--- config.mk ---
export PLATFORM = sky130hd
export DESIGN_NAME = alu_share_ctrl
export DESIGN_NICKNAME = d
export VERILOG_FILES = /design/src/rtl/alu_share_ctrl.sv
export SDC_FILE = /design/constraint.sdc
export NUM_CORES = 1
export LEC_CHECK = 0
export BUFFER_PORTS_ARGS = -buffer_cell sky130_fd_sc_hd__buf_4
export CAP_MARGIN = 20
export CORE_AREA = 10 10 214 216
export CTS_CLUSTER_SIZE = 14
export DETAILED_ROUTE_END_ITERATION = 8
export DIE_AREA = 0 0 224 226
export SLEW_MARGIN = 10
export SYNTH_ARGS = -nofsm -noshare
export SYNTH_HDL_FRONTEND = slang
export SYNTH_SLANG_ARGS = --single-unit
--- constraint.sdc ---
create_clock -name clk -period 1.5 [get_ports clk]
set_input_delay 0.075 -clock clk [delete_from_list [all_inputs] [get_ports clk]]
set_output_delay 0.075 -clock clk [all_outputs]
set_load 0.1 [all_outputs]
--- src/rtl/alu_share_ctrl.sv ---
// alu_share_ctrl: two-requester front end for one shared combinational ALU.
// A round-robin pick in IDLE decides who drives the ALU. The operands stay
// registered on alu_a/alu_b/alu_op until the next accept. The ALU result is
// captured at the end of a single EXEC cycle and held through the response
// handshake.
module alu_share_ctrl #(
  parameter int WIDTH = 64,
  parameter int OPW   = 4,
  parameter int CNT_W = 32
) (
  input  logic             clk,
  input  logic             reset_n,
  input  logic             req0_valid,
  output logic             req0_ready,
  input  logic [WIDTH-1:0] req0_a,
  input  logic [WIDTH-1:0] req0_b,
  input  logic [OPW-1:0]   req0_op,
  input  logic             req1_valid,
  output logic             req1_ready,
  input  logic [WIDTH-1:0] req1_a,
  input  logic [WIDTH-1:0] req1_b,
  input  logic [OPW-1:0]   req1_op,
  output logic             resp0_valid,
  input  logic             resp0_ready,
  output logic             resp1_valid,
  input  logic             resp1_ready,
  output logic [WIDTH-1:0] resp_result,
  output logic             resp_zero,
  output logic             resp_err,
  output logic [WIDTH-1:0] alu_a,
  output logic [WIDTH-1:0] alu_b,
  output logic [OPW-1:0]   alu_op,
  input  logic [WIDTH-1:0] alu_result,
  input  logic             alu_zero,
  output logic [CNT_W-1:0] ops_done
);

  typedef enum logic [1:0] {
    ST_IDLE = 2'b00,
    ST_EXEC = 2'b01,
    ST_RESP = 2'b10
  } state_t;

  state_t           r_state;
  logic             r_rr;
  logic             r_owner;
  logic             r_resp0_valid;
  logic             r_resp1_valid;
  logic [WIDTH-1:0] r_result;
  logic             r_zero;
  logic             r_err;
  logic [WIDTH-1:0] r_alu_a;
  logic [WIDTH-1:0] r_alu_b;
  logic [OPW-1:0]   r_alu_op;
  logic [CNT_W-1:0] r_ops_done;

  logic w_grant1;
  logic w_idle;
  logic w_accept;
  logic w_resp_hs;

  // Low two opcode bits equal to 2'b11 select no ALU function.
  function automatic logic f_illegal_op(input logic [OPW-1:0] op);
    return (op[1:0] == 2'b11);
  endfunction

  // Round-robin pick: a lone requester wins, on a tie the one that did not win last.
  always_comb begin
    w_grant1 = 1'b0;
    if (req0_valid && req1_valid) begin
      w_grant1 = ~r_rr;
    end else if (req1_valid) begin
      w_grant1 = 1'b1;
    end else begin
      w_grant1 = 1'b0;
    end
  end

  // Only the owner's response ready can close an operation.
  always_comb begin
    w_resp_hs = 1'b0;
    if (r_owner) begin
      w_resp_hs = resp1_ready;
    end else begin
      w_resp_hs = resp0_ready;
    end
  end

  // Readies are held low while reset is asserted so nothing looks accepted.
  assign w_idle     = reset_n && (r_state == ST_IDLE);
  assign req0_ready = w_idle && req0_valid && !w_grant1;
  assign req1_ready = w_idle && req1_valid && w_grant1;
  assign w_accept   = req0_ready || req1_ready;

  // Control FSM: accept in IDLE, capture the ALU output in EXEC, hold the response in RESP.
  always_ff @(posedge clk or negedge reset_n) begin
    if (!reset_n) begin
      r_state       <= ST_IDLE;
      r_rr          <= 1'b1;
      r_owner       <= 1'b0;
      r_resp0_valid <= 1'b0;
      r_resp1_valid <= 1'b0;
      r_result      <= '0;
      r_zero        <= 1'b0;
      r_err         <= 1'b0;
      r_alu_a       <= '0;
      r_alu_b       <= '0;
      r_alu_op      <= '0;
      r_ops_done    <= '0;
    end else begin
      case (r_state)
        ST_IDLE: begin
          if (w_accept) begin
            r_alu_a  <= w_grant1 ? req1_a  : req0_a;
            r_alu_b  <= w_grant1 ? req1_b  : req0_b;
            r_alu_op <= w_grant1 ? req1_op : req0_op;
            r_owner  <= w_grant1;
            r_rr     <= w_grant1;
            r_state  <= ST_EXEC;
          end
        end
        ST_EXEC: begin
          if (f_illegal_op(r_alu_op)) begin
            r_result <= '0;
            r_zero   <= 1'b1;
            r_err    <= 1'b1;
          end else begin
            r_result <= alu_result;
            r_zero   <= alu_zero;
            r_err    <= 1'b0;
          end
          r_resp0_valid <= ~r_owner;
          r_resp1_valid <= r_owner;
          r_state       <= ST_RESP;
        end
        ST_RESP: begin
          if (w_resp_hs) begin
            r_resp0_valid <= 1'b0;
            r_resp1_valid <= 1'b0;
            r_ops_done    <= r_ops_done + CNT_W'(1);
            r_state       <= ST_IDLE;
          end
        end
        default: begin
          r_resp0_valid <= 1'b0;
          r_resp1_valid <= 1'b0;
          r_state       <= ST_IDLE;
        end
      endcase
    end
  end

  assign resp0_valid = r_resp0_valid;
  assign resp1_valid = r_resp1_valid;
  assign resp_result = r_result;
  assign resp_zero   = r_zero;
  assign resp_err    = r_err;
  assign alu_a       = r_alu_a;
  assign alu_b       = r_alu_b;
  assign alu_op      = r_alu_op;
  assign ops_done    = r_ops_done;

endmodule
==> out/summary.txt <==
CTS tree: done
IO buf count: 568
FF-to-FF Start: r_state[1]$_DFFE_PN0P_
FF+latch count, synth: 236
Post-DR wirelength/cell: 24.0 um
Most frequent cells in the layout: buf_4 (607), dlygate4sd3_1 (330), dfrtp_1 (202)
Yosys Warn Count: 0
Fin Hold WS: -0.253 ns
Syn_nets: 1,220
Max_slew headroom: 51.4%
Req. time, crit path: 1.42 ns
Minimum clock period: 1.77 ns
Design area: 23,900 sq um
Top delay family on crit path: flip-flops
Die Area: 50,600 sq um
Commonest non-fill, non-tap cell in the layout: buf_4
DP Area: 15,900 sq um
RePlAce Congestion: 0.855
Drt first pass iters: 5
Share of layout cells above drive strength 1: 57.5%
Crit-path slowest cell: dfrtp_1
Fmax achieved: 564 MHz
Root cell of the clock tree: clkbuf_16
Critical Path AT: 1.70 ns
Synth cell types: 38
Reg2Reg Depth: 8
DIE WIDTH: 224 um
Clock Sinks: 236
Fin Clk Skew: 0.0217 ns
DRT iter0 DRCs: 693
Leak: 10.6 nW
Syn Inst Count: 884
GRT Overall Usage: 20.9%
Die Y: 226 um
Hpwl dp: 31.8 mm
Synthesized area: 10,200 sq um
Crit path buf inv count: 2
Hold Path Class: in2reg
CP startpoint kind: register
Row cnt: 75
Endpoint type of the worst setup path: output port
CP max stage delay: 0.41 ns
Nets: 2,282
Layout area overhead: 135%
Routed WL: 60.1 mm
Final Hold Viols: 2
Worst Hold Depth: 2
Crit-path cells: nor3b_4 -> buf_6 -> nand2_4 -> nor2_4 -> buf_12
IO Count: 569
Number of global-route vias before repair: 13,100
Worst Tran Pin Value: 0.729 ns
Largest net degree at the start of global routing: 121
DRC Markers: 0
Crit path depth: 5
Seq/Total Area, Yosys: 58.0%
Overall Power: 0.0553 W
ANT nets after route: 0
Failing checks: negative hold slack, negative setup slack
Setup violators final: 217
Clock Latency Late Sink: 0.57 ns
Synthesized area per cell: 11.5 sq um
Routed vias/inst: 4.85
Remaining global-route overflow: 0
Crit Path Class: reg2out
PD cells: 2320 nW/um^2
Inserted Clock Buffers: 28
Initial antenna violation count: 5
Slew Viols, Final: 0
Post-Place Setup Slack: -0.101 ns
Longest Clk Path Bufs: 3
RSZ-0062 raised after global routing: yes
Initial Utilization: 24.5%
Fin worst setup slack: -0.273 ns
H-tree depth: 1
Hold_buf cts: 330
CTS clock-pin slew for the worst setup and hold paths: 0.06 ns
Outcome: complete, but fails checks
Core area: 41,600 sq um
First-pass GRT wire length: 81.4 mm
Fill cells: 3,067
Crit. Startpoint: r_state[0]$_DFFE_PN0P_
Fin crit share: 118%
MaxCap Viol Count: 0
Via count: 12,200
Hold Crit Start: req0_valid
Crit Path Max Fanout: 3
Worst VDD drop: 1.99 mV
==> layer usage <==
metal	wire length, um	GRT usage, %	up-vias
met3	4040	5.11	186
met5	11	0	-
met1	21700	23.0	6091
li1	-	-	5291
met4	3180	9.98	2
met2	31100	37.1	588
==> report_power, final <==
part / internal [W] / switching [W]
Clock: 0.00404 / 0.00285
Combinational: 0.0111 / 0.0261
Sequential: 0.00897 / 0.00231
Total: 0.0241 / 0.0313
==> area by class of cell <==
class | count | area (sq um) | area share [%]
timing repair buffer | 1094 | 10800 | 45.2
sequential | 236 | 6010 | 25.2
multi-input combinational | 582 | 5470 | 22.9
tap | 539 | 674 | 2.82
clock buffer | 42 | 845 | 3.54
antenna | 4 | 10.0 | 0.0419
inverter | 4 | 15.0 | 0.0629
clock inverter | 8 | 71.3 | 0.299
==> flip-flops by register name, indices dropped and copies added, names as in the netlist <==
name	cells
r_rr	1
r_owner	1
resp0_valid	1
resp_result	64
alu_a	64
alu_op	4
ops_done	32
resp_zero	1
resp_err	1
alu_b	64
resp1_valid	1
r_state	2
==> worst paths after layout <==
| check | endpoint | slack, ns |
|---|---|---|
| setup / recovery | req0_ready | -0.27 |
| hold / removal | r_rr$_DFFE_PN1P_ | -0.25 |
| setup reg to reg | resp_result[26]$_DFFE_PN0N_ | -0.24 |
| hold reg to reg | ops_done[31]$_DFFE_PN0P_ | 0.48 |
| max in group asynchronous | alu_op[1]$_DFFE_PN0P_ | 0.61 |
| min in group asynchronous | r_state[1]$_DFFE_PN0P_ | 0.30 |
==> logic make-up (layout without fill, tap and decap cells) <==
| kind of cell | after synthesis | count (layout) | synth area share (%) |
|---|---|---|---|
| flops | 236 | 236 | 58.0 |
| simple gates | 209 | 209 | 9.82 |
| compound gates | 205 | 205 | 12.5 |
| mux | 136 | 136 | 13.5 |
| buf+inv | 66 | 1148 | 3.31 |
| xor+xnor | 31 | 31 | 2.67 |
| fa+ha+maj | 1 | 1 | 0.123 |
| other cells | 0 | 4 | 0 |
==> synthesized netlist by cell type, drive strengths merged <==
master | n | area, sq um
nand3 | 14 | 70.1
nor2 | 142 | 533
buf | 55 | 294
ha | 1 | 12.5
and2 | 3 | 18.8
mux2i | 135 | 1360
a22o | 64 | 561
and3 | 6 | 37.5
nand3b | 1 | 7.51
mux2 | 1 | 11.3
clkbuf | 7 | 27.5
xor2 | 5 | 43.8
a31oi | 1 | 6.26
a21boi | 1 | 7.51
nand4b | 2 | 17.5
nand2 | 11 | 41.3
a21oi | 135 | 676
nand2b | 1 | 6.26
dfstp | 1 | 26.3
nor3 | 4 | 20.0
o21a | 1 | 7.51
and4 | 1 | 8.76
nor3b | 2 | 26.3
nor2b | 2 | 12.5
a21o | 1 | 8.76
dfrtp | 235 | 5880
inv | 4 | 15.0
nor4 | 4 | 85.1
nand4 | 16 | 115
o21ai | 2 | 10.0
xnor2 | 26 | 228
==> metrics by stage <==
step           setup TNS, ns  instances  util, %
2_1_floorplan          -4.53        884        -
3_3_place_gp          -0.222       2012     38.2
3_5_place_dp           -4.12       2012     38.2
4_1_cts               -35.18       2493     54.2
5_1_grt               -38.60       2509     57.4
6_report              -24.73       2509     57.4
==> what timing repair did <==
item,4_1_cts,5_1_grt
buffers inserted,63,26
hold endpoints to repair,434,2
gates cloned,40,10
gates resized for setup,208,341
setup endpoints to repair,147,233
pin swaps,61,67
Power figures use the tool's default switching activity.
